`src/rtl/wb_controller.sv`:
```
// wb_controller: sequences the single register-file write port.
// Accepts ALU writeback requests and load requests, issues the RAM read
// for a load, waits out the RAM latency and writes the returned data.
// An in-flight load blocks ALU writes to the same destination register
// (write-after-write hazard) and blocks every ALU write during its capture
// cycle, so the two sources never write in the same cycle.
//
// Ports:
//   clk, rst_n                         clock, async active-low reset
//   alu_valid/alu_rd/alu_result        ALU writeback request
//   alu_ready                          ALU request may be accepted (combinational)
//   ldr_valid/ldr_rd/ldr_addr          load request
//   ldr_ready                          load may be accepted (IDLE only)
//   ram_re/ram_addr, ram_data          RAM read strobe/address, returned data
//   rf_we/rf_waddr/rf_wdata            register-file write port
//   mux_sel                            writeback select, 0 ALU / 1 RAM
//   busy                               load in flight
module wb_controller #(
    parameter int unsigned DATA_W  = 32,
    parameter int unsigned ADDR_W  = 32,
    parameter int unsigned REG_AW  = 4,
    parameter int unsigned RAM_LAT = 2
) (
    input  logic              clk,
    input  logic              rst_n,
    input  logic              alu_valid,
    input  logic [REG_AW-1:0] alu_rd,
    input  logic [DATA_W-1:0] alu_result,
    output logic              alu_ready,
    input  logic              ldr_valid,
    input  logic [REG_AW-1:0] ldr_rd,
    input  logic [ADDR_W-1:0] ldr_addr,
    output logic              ldr_ready,
    output logic              ram_re,
    output logic [ADDR_W-1:0] ram_addr,
    input  logic [DATA_W-1:0] ram_data,
    output logic              rf_we,
    output logic [REG_AW-1:0] rf_waddr,
    output logic [DATA_W-1:0] rf_wdata,
    output logic              mux_sel,
    output logic              busy
);

    typedef enum logic [1:0] {StIdle, StIssue, StWait, StCapture} state_e;

    // WAIT lasts RAM_LAT-1 cycles; the counter starts at RAM_LAT-2.
    localparam int unsigned CntInit = (RAM_LAT > 1) ? RAM_LAT - 2 : 0;

    state_e              state_q, state_d;
    logic                pending_q, pending_d;
    logic [REG_AW-1:0]   pend_rd_q, pend_rd_d;
    logic [3:0]          cnt_q, cnt_d;
    logic                ram_re_q, ram_re_d;
    logic [ADDR_W-1:0]   ram_addr_q, ram_addr_d;
    logic                rf_we_q, rf_we_d;
    logic [REG_AW-1:0]   rf_waddr_q, rf_waddr_d;
    logic [DATA_W-1:0]   rf_wdata_q, rf_wdata_d;
    logic                mux_sel_q, mux_sel_d;

    assign alu_ready = (state_q != StCapture) && !(pending_q && (alu_rd == pend_rd_q));
    assign ldr_ready = (state_q == StIdle);
    assign busy      = (state_q != StIdle);

    assign ram_re   = ram_re_q;
    assign ram_addr = ram_addr_q;
    assign rf_we    = rf_we_q;
    assign rf_waddr = rf_waddr_q;
    assign rf_wdata = rf_wdata_q;
    assign mux_sel  = mux_sel_q;

    always_comb begin
        state_d    = state_q;
        pending_d  = pending_q;
        pend_rd_d  = pend_rd_q;
        cnt_d      = cnt_q;
        ram_re_d   = 1'b0;
        ram_addr_d = ram_addr_q;
        rf_we_d    = 1'b0;
        rf_waddr_d = rf_waddr_q;
        rf_wdata_d = rf_wdata_q;
        mux_sel_d  = mux_sel_q;

        case (state_q)
            StIdle: begin
                if (ldr_valid) begin
                    pending_d  = 1'b1;
                    pend_rd_d  = ldr_rd;
                    ram_addr_d = ldr_addr;
                    ram_re_d   = 1'b1;
                    state_d    = StIssue;
                end
            end
            StIssue: begin
                if (RAM_LAT > 1) begin
                    cnt_d   = 4'(CntInit);
                    state_d = StWait;
                end else begin
                    state_d = StCapture;
                end
            end
            StWait: begin
                if (cnt_q == 4'd0) begin
                    state_d = StCapture;
                end else begin
                    cnt_d = cnt_q - 4'd1;
                end
            end
            StCapture: begin
                rf_we_d    = 1'b1;
                rf_waddr_d = pend_rd_q;
                rf_wdata_d = ram_data;
                mux_sel_d  = 1'b1;
                pending_d  = 1'b0;
                state_d    = StIdle;
            end
            default: state_d = StIdle;
        endcase

        // alu_ready is low in CAPTURE, so this never collides with the load write.
        if (alu_valid && alu_ready) begin
            rf_we_d    = 1'b1;
            rf_waddr_d = alu_rd;
            rf_wdata_d = alu_result;
            mux_sel_d  = 1'b0;
        end
    end

    always_ff @(posedge clk or negedge rst_n) begin
        if (!rst_n) begin
            state_q    <= StIdle;
            pending_q  <= 1'b0;
            pend_rd_q  <= '0;
            cnt_q      <= '0;
            ram_re_q   <= 1'b0;
            ram_addr_q <= '0;
            rf_we_q    <= 1'b0;
            rf_waddr_q <= '0;
            rf_wdata_q <= '0;
            mux_sel_q  <= 1'b0;
        end else begin
            state_q    <= state_d;
            pending_q  <= pending_d;
            pend_rd_q  <= pend_rd_d;
            cnt_q      <= cnt_d;
            ram_re_q   <= ram_re_d;
            ram_addr_q <= ram_addr_d;
            rf_we_q    <= rf_we_d;
            rf_waddr_q <= rf_waddr_d;
            rf_wdata_q <= rf_wdata_d;
            mux_sel_q  <= mux_sel_d;
        end
    end

endmodule

```
`config.mk`:
```
export PLATFORM = sky130hd
export DESIGN_NAME = wb_controller
export DESIGN_NICKNAME = d
export VERILOG_FILES = /design/src/rtl/wb_controller.sv
export SDC_FILE = /design/constraint.sdc
export NUM_CORES = 1
export LEC_CHECK = 0
export ABC_AREA = 1
export CELL_PAD_IN_SITES_DETAIL_PLACEMENT = 0
export CELL_PAD_IN_SITES_GLOBAL_PLACEMENT = 2
export CORE_MARGIN = 1
export CORE_UTILIZATION = 24
export CTS_CLUSTER_DIAMETER = 50
export CTS_CLUSTER_SIZE = 10
export DETAILED_ROUTE_END_ITERATION = 16
export GPL_TIMING_DRIVEN = 0
export PLACE_DENSITY_LB_ADDON = 0.25
export SLEW_MARGIN = 20
export SYNTH_ARGS = -nofsm -noshare
export SYNTH_HDL_FRONTEND = slang
export SYNTH_SLANG_ARGS = --single-unit
```
`constraint.sdc`:
```
create_clock -name clk -period 3.3 [get_ports clk]
set_input_delay 0.33 -clock clk [delete_from_list [all_inputs] [get_ports clk]]
set_output_delay 0.33 -clock clk [all_outputs]
set_load 0.02 [all_outputs]
```
; Yosys cells after proc, flatten, opt, wreduce, memory -nomap -nowiden
; Cells that the tools add are included.
[word_totals]
reg_bits = 82
output_inout_bits = 74
[op_classes]
eq_ne = 8
mux = 17
n_addsub = 1
reduce_logical = 14
[op_table]
columns = op, n
row1 = $mux 32, 2
row2 = $mux 4, 3
row3 = $ne 2x2->1 const B, 4
row4 = $pmux 2 s4, 1
row5 = $pmux 4 s2, 1
row6 = $reduce_and 2->1, 4
row7 = $reduce_bool 2->1, 4
row8 = $mux 1, 7
row9 = $eq 2x2->1 const B, 2
row10 = $eq 4x4->1, 1
row11 = $logic_not 4->1, 1
row12 = $mux 2, 2
row13 = $sub 4x1->4 const B, 1
row14 = $logic_and 1x1->1, 3
row15 = $eq 2x1->1 const B, 1
row16 = $logic_not 2->1, 1
row17 = $pmux 1 s2, 1
row18 = $logic_not 1->1, 1

; Depth between registers and ports, before layout
; Gate-level depths: netlist of run 1.
[depth]
ltp_word = 6
depth_mapped = 10
ltp_nobuf = 8

; Least setup slack after synthesis of run 1
; No wires, ideal clock.
[synth_timing]
path_type = reg-to-reg
from = register state_q[0]
to = register pend_rd_q[0]
required_time_ns = 3.167
synth_period_minus_slack_ns = 1.547
path_buffers = 1
arrival_ns = 1.414
setup_slack_ns = 1.753
path_stages_with_launch = 7
setup_time_ns = 0.133
path_cell_list = dfrtp_1 > inv_1 > ha_1 > nand2_1 > inv_1 > clkbuf_1 > o21ai_0
[synth_via]
elab_chain_len = 2
[synth_rtl]
columns = element, line_no
row1 = from (decl), 49  ; state_e state_q, state_d;
row2 = from (signal assigned), 130  ; state_q <= StIdle;
row3 = from (signal assigned), 141  ; state_q <= state_d;
row4 = $logic_not 2->1, --
row5 = net ldr_ready, 33  ; output logic ldr_ready,
row6 = $reduce_and 2->1 (no source line), --
row7 = to (signal assigned), 143  ; pend_rd_q <= pend_rd_d;
row8 = to (decl), 51  ; logic [REG_AW-1:0] pend_rd_q, pend_rd_d;
; The timed path passes the listed nets, and every way through them passes these cells.
; A chain may end at the register's enable or synchronous reset.

; Worst setup path in the final report of run 1
[layout_timing]
from = register state_q[0]
to = output alu_ready
[layout_via]
elab_chain_len = 2
[layout_rtl]
columns = element, line_no
row1 = $ne 2x2->1, 60  ; assign alu_ready = (state_q != StCapture) && !(pending_q && (alu_rd == pend_rd_q));
row2 = $logic_and 1x1->1, 60
row3 = to (decl), 29  ; output logic alu_ready,
; No other way between the ends.

==> run summary, run 1 <==
### Routing
* post-DR vias/cell: 4.43
* routed len/inst: 14.9 µm
* total detailed-routing wirelength: 12400 µm
* first-pass iteration count of the detailed router: 4
* remaining antenna violation count: 0
* via count of the routed design: 3685
* initial DRC count: 124
* total DRC errors in the routed layout: 0

### STA
* normalized max-slew margin: 60.3%
* transition at the pin with the smallest max-transition slack: 0.595 ns
* post-route minimum period: 2.44 ns
* Achievable Freq: 0.411 GHz
* Period Utilization, post-route: 73.8%
* RSZ-0062 raised after global routing: no
* number of slew-limit violations in the final report: 0
* Setup WS post-layout: 0.865 ns
* worst clock skew on the final layout: 0.00574 ns
* final hold viol count: 0
* hold_ws: 0.391 ns
* final count of negative-setup-slack endpoints: 0

### Setup path
* category of the worst setup path launch point: flop
* kind of critical path: reg2out
* biggest cell delay along the critical path: 0.65 ns
* slowest cell on the critical path: sky130_fd_sc_hd__clkdlybuf4s50_1
* Cell Chain, Critical Path: ha_1, clkbuf_1, a21oi_1, clkdlybuf4s50_1
* kind of end point of the critical path: output port
* CP required: 2.97 ns
* crit-path max FO: 10
* Crit path arrival time: 2.11 ns

### Yosys
* proportion of register bits with asynchronous set or reset after synthesis: 100%
* top cells by area, synth: sky130_fd_sc_hd__dfrtp_1 (54%), sky130_fd_sc_hd__nand2_1 (15%), sky130_fd_sc_hd__nand3_1 (7.3%), sky130_fd_sc_hd__nand4_1 (5.9%), sky130_fd_sc_hd__nand3_2 (5.0%)
* leading area contributor after synthesis: sky130_fd_sc_hd__dfrtp_1
* adder-cell area share of the yosys netlist: 1.98%
* xor/xnor share of the synthesized area: 0.231%
* distinct cell type count after synthesis: 25
* post-synth design cell area: 3790 µm²
* Yosys Warn Count: 0
* share of synthesized area spent on multiplexers: 0%
* share of the synthesized area in the top cell type: 54.1%
* synth cell count leaders: sky130_fd_sc_hd__nand2_1 (152), sky130_fd_sc_hd__dfrtp_1 (82), sky130_fd_sc_hd__nand3_1 (55)
* proportion of synthesized chip area in sequential cells: 54.1%
* compound-cell area share of the yosys netlist: 2.44%
* combinational family with the most area after synthesis: simple AND/OR/NAND/NOR gates
* synthesized instance count: 423
* number of enable flip-flop cells after synthesis: 0
* most used flip-flop cell after synthesis: sky130_fd_sc_hd__dfrtp_1
* number of storage elements in the synthesis netlist: 82
* synthesized netlist net count: 537
* synthesized-area fraction occupied by and/or/nand/nor cells: 34.9%
* average cell area after synthesis: 8.96 µm²
* most repeated cell in the gate-level netlist after synthesis: sky130_fd_sc_hd__nand2_1

### CTS
* CTS buffer count: 9
* H-tree lvl count: 3
* clock tree from TritonCTS: done
* worst-skew pair later-pin latency: 0.34 ns
* CTS clock-pin slew for the worst setup and hold paths: 0.07 ns
* clock root buffer master: sky130_fd_sc_hd__clkbuf_16
* post-cts resize count: 0
* Max Buffers Root-to-Sink: 2
* count of clock tree sinks: 82
* hold-fix buffers at CTS: 1
* buffer count from post-CTS setup fixing: 0

### Die
* I/O pin count: 182
* standard-cell row count: 45
* width of the chip: 128 µm
* core region area: 15300 µm²
* Die Span Y: 128 µm
* initial core utilization: 24.8%
* die area: 16300 µm²

### GRT
* number of global-route vias before repair: 3710
* overall routing resource usage: 15.6%
* global-route wire length before repair: 19500 µm
* pin count of the biggest net entering global routing: 67
* initial antenna violation count: 0
* total grt overflow: 0

### Power and ir drop
* leakage power: 0.00278 µW
* maximum VDD drop: 0.000349 V
* sequential share of power: 30.6%
* clock network fraction of total power: 17.9%
* part of the power in combinational logic: 51.5%
* P_sw: 2360 µW
* internal power: 3390 µW
* proportion of total power due to net switching: 41.0%
* Pwr Density: 928 nW/µm²
* total design power: 5750 µW

### Layout
* proportion of layout cells with a drive suffix above 1: 9.02%
* synth-to-layout area growth: 63.5%
* end-of-flow core utilization: 40.5%
* # nets final: 730
* number of antenna diodes: 0

### Placement
* worst setup slack after placement: 1.06 ns
* placer congestion estimate: 0.715
* HPWL after detailed placement: 8960 µm
* count of buffers from port buffering: 180

### Worst hold path
* type of the most critical hold path: in2async

### Run status
* result of the run: finished clean

### Flow run
* count of maximum capacitance violations: 0

==> per-stage QoR <==
step                setup TNS, ns  area, µm²  std cells
floorplan                       0       3790        423
global placement          -118.42       5860        814
detailed placement              0       5890        815
CTS                             0       6200        832
global route                    0       6200        832
finish                          0       6200        832
==> critical path, delay by kind of cell (launching register included) <==
kind | cells | cell delay [ns]
buffers and inverters | 2 | 0.92
DFF | 1 | 0.40
adders and majority gates | 1 | 0.26
AOI/OAI and AO/OA | 1 | 0.19
==> worst paths after layout <==
| check | start | end | slack [ns] | cells after the start |
|---|---|---|---|---|
| max | state_q[0]$_DFFE_PN0P_ | alu_ready | 0.86 | 4 |
| min | rst_n | rf_wdata[26]$_DFFE_PN0P_ | 0.39 | 2 |
| max reg2reg | state_q[0]$_DFFE_PN0P_ | rf_waddr[0]$_DFFE_PN0P_ | 1.48 | 6 |
| min reg2reg | ram_addr[30]$_DFFE_PN0P_ | ram_addr[30]$_DFFE_PN0P_ | 0.48 | 2 |
| max in group asynchronous | rst_n | ram_addr[3]$_DFFE_PN0P_ | 2.31 | 3 |
| min in group clk | ram_addr[30]$_DFFE_PN0P_ | ram_addr[30]$_DFFE_PN0P_ | 0.48 | 2 |
==> logic make-up (layout without fill, tap and decap cells) <==
| family | Yosys count | count (layout) |
|---|---|---|
| flip-flops | 82 | 82 |
| adder cells (fa/ha/maj) | 6 | 6 |
| XOR/XNOR | 1 | 1 |
| AND/OR/NAND/NOR | 270 | 270 |
| buffers and inverters | 48 | 246 |
| AO/OA/AOI/OAI | 16 | 16 |
==> cells in the final DEF (no fill, tap or decap), drive strengths merged <==
cell type	count
a21oi	3
a22oi	1
a31oi	1
buf	15
bufinv	1
clkbuf	26
clkdlybuf4s50	179
clkinv	3
clkinvlp	1
dfrtp	82
dlygate4sd3	1
ha	6
inv	20
nand2	153
nand3	75
nand4	36
nor2	5
nor3	1
o21ai	10
o22ai	1
xor2	1
==> power groups by stage <==
stage          Combinational, µW  Sequential (µW)  Clock (µW)
2_1_floorplan               1100             2260           0
3_3_place_gp                2980             1760           0
3_5_place_dp                3000             1770           0
4_1_cts                     3010             1770        1080
5_1_grt                     3220             1820        1110
6_report                    2960             1760        1030
==> cell type report <==
type | count | area, µm²
Buffer | 30 | 171
Clock buffer | 9 | 225
Clock inverter | 7 | 77.6
Fill cell | 1568 | 9120
Inverter | 18 | 67.6
Multi-Input combinational cell | 293 | 1500
Sequential cell | 82 | 2050
Tap cell | 211 | 264
Timing Repair Buffer | 182 | 1840
==> sequential cells by signal, indices dropped and copies added (netlist names) <==
| name | flops |
|---|---|
| pend_rd_q | 4 |
| cnt_q | 4 |
| state_q | 2 |
| rf_wdata | 32 |
| rf_waddr | 4 |
| pending_q | 1 |
| ram_re | 1 |
| ram_addr | 32 |
| mux_sel | 1 |
| rf_we | 1 |
==> per-layer routing <==
metal	GRT usage (%)	routed length, µm
met2	24.2	5440
met4	6.78	241
met3	6.22	1380
met5	0	0
met1	19.1	5350
Power figures use the tool's default switching activity.
==> run 2, diff against run 1 <==
--- a/config.mk
+++ b/config.mk
@@ -9,7 +9,7 @@
 export CELL_PAD_IN_SITES_DETAIL_PLACEMENT = 0
 export CELL_PAD_IN_SITES_GLOBAL_PLACEMENT = 2
 export CORE_MARGIN = 1
-export CORE_UTILIZATION = 24
+export CORE_UTILIZATION = 23
 export CTS_CLUSTER_DIAMETER = 50
 export CTS_CLUSTER_SIZE = 10
 export DETAILED_ROUTE_END_ITERATION = 16
==> constraint.sdc (replaced) <==
create_clock -name clk -period 2.3 [get_ports clk]
set_input_delay 0.23 -clock clk [delete_from_list [all_inputs] [get_ports clk]]
set_output_delay 0.23 -clock clk [all_outputs]
set_load 0.02 [all_outputs]
==> run summary, run 2 (synthesized netlist as in run 1, its figures left out) <==
### Layout
* number of antenna diodes: 0
* # nets final: 730
* layout filler cell count: 1698
* synth-to-layout area growth: 64.9%
* highest-count cells in the layout ignoring fill and taps: sky130_fd_sc_hd__clkdlybuf4s50_1 (178), sky130_fd_sc_hd__nand2_1 (152), sky130_fd_sc_hd__dfrtp_1 (82)
* Sequential cell area: 2050 µm²
* commonest non-fill, non-tap cell in the layout: sky130_fd_sc_hd__clkdlybuf4s50_1
* proportion of layout cells with a drive suffix above 1: 9.02%
* Multi-input gate area: 1500 µm²

### CTS
* buffer count from post-CTS setup fixing: 0
* clock root buffer master: sky130_fd_sc_hd__clkbuf_16
* clock tree from TritonCTS: done
* worst-skew pair later-pin latency: 0.34 ns
* H-tree lvl count: 3
* Max Buffers Root-to-Sink: 2
* CTS clock-pin slew for the worst setup and hold paths: 0.06 ns
* count of clock tree sinks: 82
* CTS buffer count: 9

### STA
* normalized max-slew margin: 60.7%
* number of slew-limit violations in the final report: 0
* final hold viol count: 0
* Achievable Freq: 0.480 GHz
* transition at the pin with the smallest max-transition slack: 0.589 ns
* RSZ-0062 raised after global routing: no
* worst clock skew on the final layout: 0.00462 ns
* total negative setup slack: 0 ns
* final count of negative-setup-slack endpoints: 0
* Period Utilization, post-route: 90.5%
* post-route minimum period: 2.08 ns

### Power and ir drop
* maximum VDD drop: 0.000539 V
* total design power: 8470 µW
* leakage power: 0.00281 µW
* Pwr Density: 1360 nW/µm²

### Setup path
* Cell Chain, Critical Path: ha_1, clkbuf_1, a21oi_1, dlygate4sd2_1
* category of the worst setup path launch point: flop
* kind of end point of the critical path: output port
* CP required: 2.07 ns
* crit-path leading delay family: buffers and inverters
* Critical path buffers and inverters: 2
* biggest cell delay along the critical path: 0.41 ns
* kind of critical path: reg2out
* slowest cell on the critical path: sky130_fd_sc_hd__dfrtp_1
* Crit path arrival time: 1.85 ns
* crit-path max FO: 10

### Routing
* total detailed-routing wirelength: 12400 µm
* via count of the routed design: 3662
* total DRC errors in the routed layout: 0
* post-DR vias/cell: 4.38
* first-pass iteration count of the detailed router: 4
* routed len/inst: 14.8 µm
* remaining antenna violation count: 0
* initial DRC count: 131

### GRT
* global-route wire length before repair: 19300 µm
* total grt overflow: 0
* overall routing resource usage: 14.9%
* pin count of the biggest net entering global routing: 67
* initial antenna violation count: 0
* number of global-route vias before repair: 3755

### Worst hold path
* type of the most critical hold path: in2async

### Die
* I/O pin count: 182
* Die Span Y: 130 µm
* die area: 17000 µm²
* core region area: 16000 µm²
* width of the chip: 130 µm
* initial core utilization: 23.7%
* standard-cell row count: 46

### Flow run
* count of maximum capacitance violations: 0

### Run status
* result of the run: finished clean

### Placement
* HPWL after detailed placement: 9000 µm
* placer congestion estimate: 0.734
* count of buffers from port buffering: 180

==> run 2: layout make-up <==
cell class	instances	share of cell area (%)
inverter	18	1.08
buffer	30	2.74
tap	216	4.32
clock buffer	10	3.82
clock inverter	6	1.80
sequential	82	32.8
timing repair buffer	182	29.4
multi-input combinational	293	24.0
==> run 2: timing repair <==
action	4_1_cts	5_1_grt
endpoints found under the setup margin	1	0
gates resized for setup	1	0
hold buffers	1	0
endpoints found under the hold margin	16	0
==> run 2: power breakdown <==
part	internal, µW	total (µW)	switching [µW]
clock	1090	1710	616
sequential	2120	2510	395
combinational	1890	4250	2360
total	5100	8470	3370
==> run 2: metrics by stage <==
stage          hold slack, ns  setup WS (ns)  utilization [%]  cell area, µm²  instances
2_1_floorplan         -0.0656          0.753                -            3790        423
3_3_place_gp            0.461          -2.36             36.6            5860        819
3_5_place_dp           0.0789          0.263             36.8            5890        820
4_1_cts                 0.277          0.158             39.1            6250        837
5_1_grt                 0.308         0.0730             39.1            6250        837
6_report                0.290          0.218             39.1            6250        837
==> run 2: path summary, 6_finish.rpt <==
path,start,endpoint,slack [ns],cells after the start
min in group clk,ldr_addr[14],ram_addr[14]$_DFFE_PN0P_,0.42,3
worst max-delay path,state_q[0]$_DFFE_PN0P_,alu_ready,0.22,4
max in group asynchronous,rst_n,ram_addr[2]$_DFFE_PN0P_,1.42,3
worst max register to register,state_q[0]$_DFFE_PN0P_,rf_waddr[0]$_DFFE_PN0P_,0.43,6
worst min register to register,ram_addr[7]$_DFFE_PN0P_,ram_addr[7]$_DFFE_PN0P_,0.47,2
worst min-delay path,rst_n,rf_we$_DFF_PN0_,0.29,2
==> run 2: routing by layer <==
| layer | part of all wire [%] | track usage (%) | up-vias |
|---|---|---|---|
| met2 | 43 | 23.3 | 163 |
| met5 | 0 | 0 | - |
| met3 | 11 | 5.54 | 14 |
| met1 | 44 | 18.5 | 1684 |
| met4 | 1.9 | 6.22 | 0 |
| li1 | - | - | 1801 |
==> run 2: worst register-to-register path, delay by kind of cell, from the launching register on <==
| kind | cells | cell delay, ns |
|---|---|---|
| DFF | 1 | 0.41 |
| and+or+nand+nor | 2 | 0.29 |
| adders and majority gates | 1 | 0.27 |
| buffers and inverters | 3 | 0.85 |
